## config.mk

```make
export PLATFORM = sky130hd
export DESIGN_NAME = mem_port_arbiter
export DESIGN_NICKNAME = d
export VERILOG_FILES = /design/src/rtl/mem_arb_pkg.sv /design/src/rtl/arb_rr2.sv /design/src/rtl/mem_port_arbiter.sv
export SDC_FILE = /design/constraint.sdc
export NUM_CORES = 1
export LEC_CHECK = 0
export CAP_MARGIN = 20
export CORE_ASPECT_RATIO = 1.25
export CORE_MARGIN = 1.5
export CORE_UTILIZATION = 38
export CTS_BUF_LIST = sky130_fd_sc_hd__clkbuf_4 sky130_fd_sc_hd__clkbuf_8
export CTS_CLUSTER_SIZE = 12
export DETAILED_ROUTE_END_ITERATION = 16
export HOLD_SLACK_MARGIN = 0.02
export PLACE_DENSITY_LB_ADDON = 0.25
export SETUP_SLACK_MARGIN = 0.3
export SYNTH_ARGS = -nofsm -noshare
export SYNTH_HDL_FRONTEND = slang
export SYNTH_SLANG_ARGS = --single-unit
```

## constraint.sdc

```tcl
create_clock -name clk -period 1.55 [get_ports clk]
set_input_delay 0.31 -clock clk [delete_from_list [all_inputs] [get_ports clk]]
set_output_delay 0.31 -clock clk [all_outputs]
set_load 0.1 [all_outputs]
```

## src/rtl/mem_arb_pkg.sv

```systemverilog
// Shared types for the unified memory-port arbiter: FSM states, owner ids, grant codes.
package mem_arb_pkg;

    typedef enum logic [1:0] {
        IDLE   = 2'd0,
        ACCESS = 2'd1,
        DONE   = 2'd2
    } arb_state_t;

    typedef enum logic {
        OWN_IF = 1'b0,
        OWN_D  = 1'b1
    } owner_t;

    localparam logic [1:0] GNT_NONE = 2'b00;
    localparam logic [1:0] GNT_IF   = 2'b01;
    localparam logic [1:0] GNT_D    = 2'b10;

    function automatic logic [1:0] owner_to_grant(input owner_t o);
        return (o == OWN_D) ? GNT_D : GNT_IF;
    endfunction

endpackage

```

## src/rtl/arb_rr2.sv

```systemverilog
// Two-way round-robin picker: req[0] is fetch, req[1] is data; on a tie the
// requester that did not own the previous transaction wins.
module arb_rr2
    import mem_arb_pkg::*;
(
    input  logic [1:0] req,
    input  owner_t     last_owner,
    output owner_t     winner
);

    always_comb begin
        winner = OWN_IF;
        if (req[0] && req[1]) begin
            winner = (last_owner == OWN_IF) ? OWN_D : OWN_IF;
        end else if (req[1]) begin
            winner = OWN_D;
        end
    end

endmodule

```

## src/rtl/mem_port_arbiter.sv

```systemverilog
// Shares one memory port between instruction fetch and load/store, sequencing the
// fixed read latency and the single-cycle write strobe with round-robin arbitration.
module mem_port_arbiter
    import mem_arb_pkg::*;
#(
    parameter int ADDR_W = 32,
    parameter int DATA_W = 32,
    parameter int RD_LAT = 2
) (
    input  logic              clk,
    input  logic              reset,
    input  logic              if_req,
    input  logic [ADDR_W-1:0] if_addr,
    output logic              if_ack,
    output logic [DATA_W-1:0] if_rdata,
    input  logic              d_req,
    input  logic              d_we,
    input  logic [ADDR_W-1:0] d_addr,
    input  logic [DATA_W-1:0] d_wdata,
    output logic              d_ack,
    output logic [DATA_W-1:0] d_rdata,
    output logic [ADDR_W-1:0] mem_addr,
    output logic [DATA_W-1:0] mem_wdata,
    output logic              mem_wr,
    input  logic [DATA_W-1:0] mem_rdata,
    output logic [1:0]        grant,
    output logic [1:0]        estado
);

    localparam int CNT_W = $clog2(RD_LAT + 1);

    arb_state_t        state_q, state_d;
    logic [CNT_W-1:0]  cnt_q, cnt_d;
    logic [ADDR_W-1:0] addr_q, addr_d;
    logic [DATA_W-1:0] wdata_q, wdata_d;
    logic              we_q, we_d;
    owner_t            owner_q, owner_d;
    owner_t            last_owner_q, last_owner_d;
    logic [DATA_W-1:0] if_rdata_q, if_rdata_d;
    logic [DATA_W-1:0] d_rdata_q, d_rdata_d;
    owner_t            winner;

    arb_rr2 u_rr (
        .req        ({d_req, if_req}),
        .last_owner (last_owner_q),
        .winner     (winner)
    );

    always_ff @(posedge clk or negedge reset) begin
        if (!reset) begin
            state_q      <= IDLE;
            cnt_q        <= '0;
            addr_q       <= '0;
            wdata_q      <= '0;
            we_q         <= 1'b0;
            owner_q      <= OWN_IF;
            last_owner_q <= OWN_D;
            if_rdata_q   <= '0;
            d_rdata_q    <= '0;
        end else begin
            state_q      <= state_d;
            cnt_q        <= cnt_d;
            addr_q       <= addr_d;
            wdata_q      <= wdata_d;
            we_q         <= we_d;
            owner_q      <= owner_d;
            last_owner_q <= last_owner_d;
            if_rdata_q   <= if_rdata_d;
            d_rdata_q    <= d_rdata_d;
        end
    end

    always_comb begin
        state_d      = state_q;
        cnt_d        = cnt_q;
        addr_d       = addr_q;
        wdata_d      = wdata_q;
        we_d         = we_q;
        owner_d      = owner_q;
        last_owner_d = last_owner_q;
        if_rdata_d   = if_rdata_q;
        d_rdata_d    = d_rdata_q;
        case (state_q)
            IDLE: begin
                if (if_req || d_req) begin
                    owner_d      = winner;
                    last_owner_d = winner;
                    if (winner == OWN_D) begin
                        addr_d  = d_addr;
                        wdata_d = d_wdata;
                        we_d    = d_we;
                    end else begin
                        addr_d  = if_addr;
                        we_d    = 1'b0;
                    end
                    // Writes need only one ACCESS cycle; reads wait out the memory latency.
                    cnt_d   = we_d ? '0 : CNT_W'(RD_LAT - 1);
                    state_d = ACCESS;
                end
            end
            ACCESS: begin
                if (cnt_q != '0) begin
                    cnt_d = cnt_q - 1'b1;
                end else begin
                    if (!we_q) begin
                        if (owner_q == OWN_D) d_rdata_d  = mem_rdata;
                        else                  if_rdata_d = mem_rdata;
                    end
                    state_d = DONE;
                end
            end
            DONE:    state_d = IDLE;
            default: state_d = IDLE;
        endcase
    end

    always_comb begin
        grant  = GNT_NONE;
        mem_wr = 1'b0;
        if_ack = 1'b0;
        d_ack  = 1'b0;
        case (state_q)
            ACCESS: begin
                grant  = owner_to_grant(owner_q);
                mem_wr = we_q;
            end
            DONE: begin
                grant  = owner_to_grant(owner_q);
                if_ack = (owner_q == OWN_IF);
                d_ack  = (owner_q == OWN_D);
            end
            default: ;
        endcase
    end

    assign mem_addr  = addr_q;
    assign mem_wdata = wdata_q;
    assign if_rdata  = if_rdata_q;
    assign d_rdata   = d_rdata_q;
    assign estado    = state_q;

endmodule

```

==> results.cfg <==
[outcome]
status = complete, but fails checks
violations = setup timing

[sta]
finalSetupViolations = 142
timing.final.crit_share = 1.25
whs_ns = 0.333
min_period_ns = 1.94
rsz0062_at_grt = yes
fmax_ghz = 0.514
slew_headroom = 0.750
tightest_slew_ns = 0.374
finalClockSkew_ns = 0.0157
finalHoldViolCount = 0
slew_violations = 0
worst_slack_ns = -0.394

[routing]
routedWlPerCell_um = 24.6
via_per_inst = 5.18
drt_iter0_drc = 209
drc_errors = 0
first_pass_iters = 4
routed-via-count = 5209
totalWireLength_um = 24800
final_antenna_net_count = 0

[floorplan]
core_sq_mm = 0.0139
initial_core_util = 0.393
io_pins = 268
fp.dieW_um = 110
die_h_um = 137
rows = 48
die-area_sq_mm = 0.0152

[clock_tree]
cts_tree = yes
clock-sinks = 135
cts_made_buffers = 17
worstSkewPairLatency_ns = 0.44
htree_levels = 4
clk_pin_slew_ns = 0.09
clock_path_buffers = 2
root_buffer = clkbuf_8

[placement]
port_buffers = 267
gp_congestion = 0.761
dpl.hpwl_um = 11900

[worst_setup_path]
crit_type = flip-flop to output port
path_max_fanout = 3
worstPathArrival_ns = 1.63
worst_setup_path_start_kind = flip-flop
worstPathRequired_ns = 1.24
critPathCaptureType = output port

[yosys]
yosysWarnings = 0
synth_enable_flop_cells = 0
ys_ff_latch = 135
synthCells = 388
yosysSeqAreaShare = 0.617
async_flop_share = 1.00
ys_top_cells_by_area = dfrtp_1 61%, mux2_2 14%, mux2_1 6.2%, mux2i_1 6.0%, o21ai_0 3.1%
yosysTopAreaCell = dfrtp_1
ys.flop_type = dfrtp_1
synth_top_area_share = 0.612
syn-num-nets = 527
yosysUniqueCellTypes = 27
syn_area_sq_mm = 0.00548
syn_area_per_cell_sq_um = 14.1

[hold_path]
hp-class = input port to asynchronous set/reset pin

[run]
maxCapViolCount = 0

[grt]
grt_pass1_vias = 5480
track_usage = 0.279
grt_pass1_wl_um = 31800
antenna_found_initial = 0
grt_overflow = 0
grt_max_degree = 42

[final_layout]
drive_above_1_share = 0.634
postLayoutCoreUtil = 0.907
nNetsFinal = 957
syn_to_final_growth_pct = 131
fillers = 491
diodes = 0
cell families (layout without fill, tap and decap cells):
group,Yosys count,after routing,synth area share
buffers and inverters,25,468,0.0263
AO/OA/AOI/OAI,39,39,0.0375
flip-flops,135,135,0.617
multiplexers,131,131,0.262
AND/OR/NAND/NOR,52,52,0.0441
adder cells (fa/ha/maj),6,6,0.0137
synthesized netlist by cell type (3+ instances only):
cell	n
and2_1	3
mux2i_1	33
buf_6	3
clkbuf_1	3
mux2_1	30
dfrtp_1	134
buf_2	10
ha_1	6
buf_4	4
inv_1	5
nor2b_1	3
nand2_1	39
mux2_2	68
o21ai_0	34
flip-flops by register name (all words and copies together) (netlist names):
signal and cells:
cnt_q 2, d_rdata 32, estado 2, if_rdata 32, last_owner_q 1, mem_addr 32
mem_wdata 32, owner_q 1, we_q 1
area by class of cell:
cell class / count / area, sq um / share of cell area
inverters: 5 / 23.8 / 0.00188
clock inverters: 14 / 173 / 0.0137
multi-input cells: 228 / 2730 / 0.216
well taps: 175 / 219 / 0.0173
flip-flops and latches: 135 / 3400 / 0.270
clock buffers: 18 / 241 / 0.0191
repair buffers: 431 / 5840 / 0.462
final timing paths:
path	start	end	slack, ns	cells after the start
worst max-delay path	estado[0]	if_ack	-0.39	5
worst min-delay path	reset	d_rdata[3]	0.33	2
worst max register to register	estado[0]	d_rdata[14]	-0.31	7
worst min register to register	last_owner_q	last_owner_q	0.52	2
max in group asynchronous	reset	mem_addr[15]	0.63	3
min in group clk	d_wdata[16]	mem_wdata[16]	0.48	2
critical path, cell delays in order, from the launching register on:
cell	delay (ns)
dfrtp_4	0.51
inv_4	0.09
buf_6	0.10
ha_4	0.13
nor2b_4	0.18
buf_12	0.19
placed cells by master (no fill, tap or decap), types with 4 or more instances in the layout:
cell type / netlist / final
o21ai_2: 0 / 22
mux2_2: 68 / 24
nand2_4: 1 / 29
buf_6: 3 / 28
clkdlybuf4s50_1: 0 / 131
dfrtp_1: 134 / 118
mux2i_1: 33 / 33
o21ai_1: 0 / 8
o21ai_4: 0 / 4
dfrtp_2: 0 / 14
nand2_2: 0 / 9
mux2_4: 0 / 74
ha_4: 0 / 4
buf_12: 0 / 149
clkbuf_16: 0 / 4
buf_16: 0 / 11
clkbuf_8: 0 / 17
buf_4: 4 / 105
layer usage:
metal / track usage / wire length [um] / vias up
met4: 0.116 / 1150 / 0
li1: - / - / 2215
met2: 0.531 / 13900 / 295
met3: 0.0796 / 1510 / 78
met5: 0 / 0 / -
met1: 0.287 / 8260 / 2621
through the flow:
step	setup TNS (ns)	setup slack, ns	instance area, sq um	instances
4_1_cts	-21.58	-0.366	11800	948
6_report	-27.97	-0.394	12600	1006
3_5_place_dp	-20.58	-0.305	10000	843
2_1_floorplan	-19.65	-0.310	5610	388
5_1_grt	-36.26	-0.450	12600	1006
3_3_place_gp	-16.58	-0.223	10000	843
repair_timing:
item / in CTS / in global routing
setup endpoints to repair: 270 / 270
cloned: 12 / 4
setup buffers: 60 / 54
hold endpoints to repair: 26 / 0
resized for setup: 173 / 100
hold buffers: 1 / 0
pin swaps: 15 / 39
Power is left out: the tool's default activity adds up to more than one toggle a clock period on the data nets, which glitch-free logic cannot reach.
